$ cat src/rtl/fetch_unit_pkg.sv
// Shared fetch-stage definitions: widths, reset PC, NOP encoding, queue entry and state types.
package fetch_unit_pkg;

    localparam int unsigned XLEN_DEFAULT     = 32;
    localparam logic [31:0] RESET_PC_DEFAULT = 32'h0000_0000;
    localparam logic [31:0] NOP_INSTR        = 32'h0000_0013;
    localparam logic [31:0] PC_STEP          = 32'd4;

    typedef struct packed {
        logic        misalign;
        logic [31:0] pc;
        logic [31:0] instr;
    } fetch_entry_t;

    typedef enum logic [1:0] {
        FS_FETCH,
        FS_MISALIGN,
        FS_HALT
    } fetch_state_t;

    function automatic logic [31:0] pc_step(input logic [31:0] pc);
        return pc + PC_STEP;
    endfunction

endpackage

$ cat src/rtl/fetch_queue.sv
// Two-entry circular FIFO of fetched {misalign, pc, instr} entries with synchronous flush.
module fetch_queue
    import fetch_unit_pkg::*;
(
    input  logic         clk,
    input  logic         rst,
    input  logic         flush,
    input  logic         push,
    input  fetch_entry_t push_entry,
    input  logic         pop,
    output fetch_entry_t head,
    output logic         head_valid,
    output logic [1:0]   count
);

    fetch_entry_t mem [0:1];
    logic         rd_ptr;
    logic         wr_ptr;
    logic         do_push;
    logic         do_pop;

    always_comb begin
        do_pop  = pop & (count != 2'd0) & ~flush;
        do_push = push & ~flush & ((count != 2'd2) | do_pop);
    end

    always_ff @(posedge clk or posedge rst) begin
        if (rst) begin
            rd_ptr <= 1'b0;
            wr_ptr <= 1'b0;
            count  <= 2'd0;
        end else if (flush) begin
            rd_ptr <= 1'b0;
            wr_ptr <= 1'b0;
            count  <= 2'd0;
        end else begin
            if (do_push) wr_ptr <= ~wr_ptr;
            if (do_pop)  rd_ptr <= ~rd_ptr;
            case ({do_push, do_pop})
                2'b10:   count <= count + 2'd1;
                2'b01:   count <= count - 2'd1;
                default: count <= count;
            endcase
        end
    end

    // Storage needs no reset: head is only observed while count is non-zero.
    always_ff @(posedge clk) begin
        if (do_push) mem[wr_ptr] <= push_entry;
    end

    assign head       = mem[rd_ptr];
    assign head_valid = (count != 2'd0);

endmodule

$ cat src/rtl/fetch_unit.sv
// Fetch stage: PC register, instr_mem addressing, redirect handling, 2-entry queue to decode.
// Optional FETCH_MISALIGN_TRAP_EN: misaligned redirect emits one marker entry then halts fetch.
module fetch_unit
    import fetch_unit_pkg::*;
#(
    parameter logic [31:0] RESET_PC = RESET_PC_DEFAULT,
    parameter int unsigned XLEN     = XLEN_DEFAULT
) (
    input  logic            clk,
    input  logic            rst,
    output logic [XLEN-1:0] imem_addr,
    input  logic [XLEN-1:0] imem_instr,
    input  logic            redirect_valid,
    input  logic [XLEN-1:0] redirect_pc,
    output logic            if_valid,
    input  logic            if_ready,
    output logic [XLEN-1:0] if_pc,
    output logic [XLEN-1:0] if_instr,
    output logic [XLEN-1:0] if_pc_plus4,
    output logic            if_misalign
);

    logic [31:0]  pc;
    logic [31:0]  pc_next;
    logic [31:0]  target;
    logic         enq;
    logic         pop;
    logic         space;
    fetch_entry_t enq_entry;
    fetch_entry_t head;
    logic         head_valid;
    logic [1:0]   count;

`ifdef FETCH_MISALIGN_TRAP_EN
    fetch_state_t state;
    fetch_state_t state_next;

    always_ff @(posedge clk or posedge rst) begin
        if (rst) state <= FS_FETCH;
        else     state <= state_next;
    end

    always_comb begin
        pop        = if_valid & if_ready;
        space      = (count != 2'd2) | pop;
        target     = redirect_pc;
        state_next = state;
        enq        = 1'b0;
        enq_entry  = '{misalign: 1'b0, pc: pc, instr: imem_instr};
        pc_next    = pc;
        if (redirect_valid) begin
            pc_next    = target;
            state_next = (target[1:0] != 2'b00) ? FS_MISALIGN : FS_FETCH;
        end else begin
            case (state)
                FS_FETCH: begin
                    enq = space;
                    if (space) pc_next = pc_step(pc);
                end
                // PC stays on the bad target so the marker carries it as if_pc.
                FS_MISALIGN: begin
                    enq       = space;
                    enq_entry = '{misalign: 1'b1, pc: pc, instr: NOP_INSTR};
                    if (space) state_next = FS_HALT;
                end
                default: ;
            endcase
        end
    end
`else
    always_comb begin
        pop       = if_valid & if_ready;
        space     = (count != 2'd2) | pop;
        target    = redirect_pc & ~32'd3;
        enq       = ~redirect_valid & space;
        enq_entry = '{misalign: 1'b0, pc: pc, instr: imem_instr};
        pc_next   = pc;
        if (redirect_valid) pc_next = target;
        else if (enq)       pc_next = pc_step(pc);
    end
`endif

    always_ff @(posedge clk or posedge rst) begin
        if (rst) pc <= RESET_PC;
        else     pc <= pc_next;
    end

    fetch_queue u_queue (
        .clk        (clk),
        .rst        (rst),
        .flush      (redirect_valid),
        .push       (enq),
        .push_entry (enq_entry),
        .pop        (pop),
        .head       (head),
        .head_valid (head_valid),
        .count      (count)
    );

    assign imem_addr   = pc;
    assign if_valid    = head_valid;
    assign if_pc       = head_valid ? head.pc : '0;
    assign if_instr    = head_valid ? head.instr : '0;
    assign if_pc_plus4 = head_valid ? pc_step(head.pc) : '0;
    // Without the trap option the stored misalign bit is always pushed as 0.
    assign if_misalign = head_valid & head.misalign;

endmodule

$ cat config.mk
export PLATFORM = sky130hd
export DESIGN_NAME = fetch_unit
export DESIGN_NICKNAME = d
export VERILOG_FILES = /design/src/rtl/fetch_unit_pkg.sv /design/src/rtl/fetch_queue.sv /design/src/rtl/fetch_unit.sv
export SDC_FILE = /design/constraint.sdc
export NUM_CORES = 1
export LEC_CHECK = 0
export CORE_ASPECT_RATIO = 1.25
export CORE_MARGIN = 8
export CORE_UTILIZATION = 35
export DETAILED_ROUTE_END_ITERATION = 7
export PLACE_DENSITY = 0.58
export REMOVE_ABC_BUFFERS = 1
export SLEW_MARGIN = 20
export SYNTH_ARGS = -nofsm -noshare
export SYNTH_HDL_FRONTEND = slang
export SYNTH_HIERARCHICAL = 1
export SYNTH_SLANG_ARGS = --single-unit
$ cat constraint.sdc
create_clock -name clk -period 20.3 [get_ports clk]
set_input_delay 2.03 -clock clk [delete_from_list [all_inputs] [get_ports clk]]
set_output_delay 2.03 -clock clk [all_outputs]
set_load 0.02 [all_outputs]
==> summary.md <==
| Metric | Value |
|---|---|
| Status | completed |
| Multiplexer area fraction after synthesis | 10.9% |
| CP startpoint | u_queue/rd_ptr |
| Fmax | 163 MHz |
| Worst path bufs/invs | 2 |
| Unrepaired setup endpoints after global routing | no |
| Critical path capture point type | primary output |
| Synth Cell Area | a little over 8000 µm² |
| Die width | 152 µm |
| Tightest Pin Transition | 1.01 ns |
| Final clock skew | 0.0124 ns |
| Cts-stage hold buffer count | 0 |
| Antenna violation net count after detailed routing | 0 |
| Fin crit share | a little under a third |
| R2r setup slk | 16.82 ns |
| Final min period | 6.14 ns |
| CTS Buffer Depth | 2 |
| CP max stage cell | dfrtp_4 |
| CTS tree | done |
| Setup CP Type | reg -> out |
| Final Util | between 40% and 50% |
| Crit-path cells | buf_4, mux2_2, nand3_2, or4_4, or4_1, a21oi_1, clkdlybuf4s50_1 |
| First-pass GRT wire length | roughly 34 mm |
| RR Endpoint | u_queue/mem[1][47] |
| Root Buffer | clkbuf_16 |
| Yosys cell types | 54 |
| TritonRoute pass-1 iters | 4 |
| GRT Resource Usage Total | approximately 15% |
| Antenna cells | 0 |
| Max_cap viols | 0 |
| Crit path depth | 7 |
| Worst-case reg-to-reg path depth | 7 |
| # rows | 62 |
| Routed wire length | 22.2 mm |
| Setup crit end | if_pc_plus4[24] |
| Iter 0 DRT Violations | 305 |
| EDFF count, synth | 130 |
| Seq/Total Area, Yosys | 58.4% |
| HPWL after detailed placement | 14.9 mm |
| DRC | 0 |
| I/O Buffers | 193 |
| Total I/O pin count | around 200 |
| FFs w/ async S/R, synth | 20.7% |
| CTS buffer count | 17 |
| Largest family of logic cells by synthesized area | simple AND/OR/NAND/NOR gates |
| Final setup viols | 0 |
| Critical Path RT | 18.27 ns |
| Xor/xnor cell area share of the yosys netlist | 1.72% |
| Vias | around 6000 |
| Die Y | 187 µm |
| Vias in the first global route | 5794 |
| Most common cell after layout, fill and taps aside | clkdlybuf4s50_1 |
| Postcts setup bufs | 0 |
| Max Fanout on Critical Path | 41 |
| Adder-cell area share of the yosys netlist | 0.307% |
| CP top delay family | simple AND/OR/NAND/NOR gates |
| H-tree Lvls | 4 |
| R2R Path Start | u_queue/count[0] |
| Final hold violation count | 0 |
| Vias per cell | 5.21 |
| DR WL/cell | ~19 µm |
| Synth Warn # | 6 |
| Final GP Congestion | between 0.7 and 0.8 |
| P&R area growth vs syn | 34.2% |
| Max-slew violations | 0 |
| Share of cells above drive strength 1 | about 15% |
| PwrDens | 87.7 nW/µm² |
| Crit path launch type | flop |
| Worst VDD drop | roughly 59 µV |
| Clock transition at path regs | 0.07 ns |
| Synth Register Bits | 164 |
| Worst-skew pair later-pin latency | 0.43 ns |
| Simple-gate share of the synthesized area | 18.1% |
| Total global routing overflow | 0 |
| Relative slew slack | 32.7% |
| Top_reg_cell synth | edfxtp_1 |
| Final nets | 923 |
| Final setup TNS | 0 ns |
| Leakage | 3.71 nW |
| Final std cells w/o fill | 1153 |
| Initial Util | around 35% |
| Hold Crit Class | reg -> reg |
| Clk sink count | ~160 |
| Area fraction in compound gates after synthesis | under 10% |
| Most frequent cells in the layout | clkdlybuf4s50_1, edfxtp_1, mux2_2, and2_1, nor2_1 |
| Post_cts resized | 0 |
| CP arrival | 4.11 ns |
| Largest net degree at the start of global routing | between 60 and 70 |
| Synthesized netlist cell count | around 670 |
| Max incr delay on CP | 0.67 ns |
| Initial antenna violation count | 0 |
| Inst Count DP | between 1000 and 1500 |
| DIE AREA | about 28000 µm² |
| Synth Area per Inst | 12.2 µm² |
| Core box area | 23000 µm² |
==> synthesized netlist by cell type, types with 3 or more instances <==
cell,n,share of area [%]
a21oi_1,16,0.98
a22oi_1,4,0.37
a31oi_1,10,0.77
and2_1,64,4.9
and3_1,5,0.38
and4_1,5,0.54
buf_2,6,0.37
buf_4,8,0.74
clkbuf_1,24,1.1
dfrtp_1,34,10
edfxtp_1,130,48
inv_1,11,0.51
mux2_2,76,11
nand2_1,37,1.7
nand3_1,22,1.4
nand4_1,17,1.3
nor2_1,46,2.1
nor2b_1,10,0.77
nor3_1,11,0.68
nor3b_1,3,0.28
nor4_1,10,0.77
o2111ai_1,3,0.32
o211ai_1,4,0.37
o21ai_0,15,0.92
o311ai_0,4,0.43
o31ai_1,15,1.4
or2_2,3,0.23
or3_1,9,0.69
or4_1,14,1.3
xnor2_1,9,0.97
xor2_1,7,0.75
==> worst min path at each step <==
stage                   startpoint            endpoint  slack (ns)  cells after the start
global placement     imem_addr[30]  u_queue/mem[0][62]        0.53                      0
finish               imem_addr[30]  u_queue/mem[0][62]        0.58                      0
CTS                   imem_addr[8]  u_queue/mem[1][40]        0.57                      0
global route          imem_addr[8]  u_queue/mem[1][40]        0.60                      0
detailed placement    imem_addr[8]  u_queue/mem[0][40]        0.55                      0
floorplan           u_queue/wr_ptr      u_queue/wr_ptr        0.62                      2
==> state kept, by name (all words and copies together) (netlist names) <==
name	cells
u_queue/rd_ptr	1
u_queue/mem	130
imem_addr	30
u_queue/count	2
u_queue/wr_ptr	1
==> where the power goes <==
group	total, mW	internal (mW)	switching [mW]
clock network	0.338	0.197	0.141
logic	0.213	0.0985	0.114
registers	0.408	0.388	0.0202
==> layer usage <==
metal	GRT usage (%)	share of wire, %
met1	19.3	45
met2	26.3	50
met3	3.51	4.5
met4	4.46	1.0
met5	0	0
==> metrics by stage <==
| step | instance area, µm² | hold slack [ns] | worst slack [ns] | power, mW |
|---|---|---|---|---|
| 6_report | 10900 | 0.575 | 14.16 | 0.959 |
| 5_1_grt | 10900 | 0.601 | 13.94 | 1.00 |
| 4_1_cts | 10900 | 0.575 | 14.08 | 0.973 |
| 3_5_place_dp | 10300 | 0.553 | 14.55 | 0.632 |
| 3_3_place_gp | 10300 | 0.526 | 14.55 | 0.630 |
| 2_1_floorplan | 7970 | 0.616 | 12.22 | 0.525 |
==> final cells by class <==
cell class                      instances  area (µm²)
Sequential cell                       164        4760
Tap cell                              288         360
Clock inverter                         14         186
Inverter                               15        56.3
Multi-Input combinational cell        455        3170
Timing Repair Buffer                  200        1980
Fill cell                            2132       12000
Clock buffer                           17         425
==> cells by family (layout without fill, tap and decap cells) <==
kind of cell	after synthesis	after routing
AND/OR/NAND/NOR	265	265
flip-flops	164	164
AO/OA/AOI/OAI	85	85
multiplexers	79	79
buffers and inverters	56	246
XOR/XNOR	16	16
adder cells (fa/ha/maj)	2	2
other	1	8
Note: power is estimated with default switching activity, not from simulation.
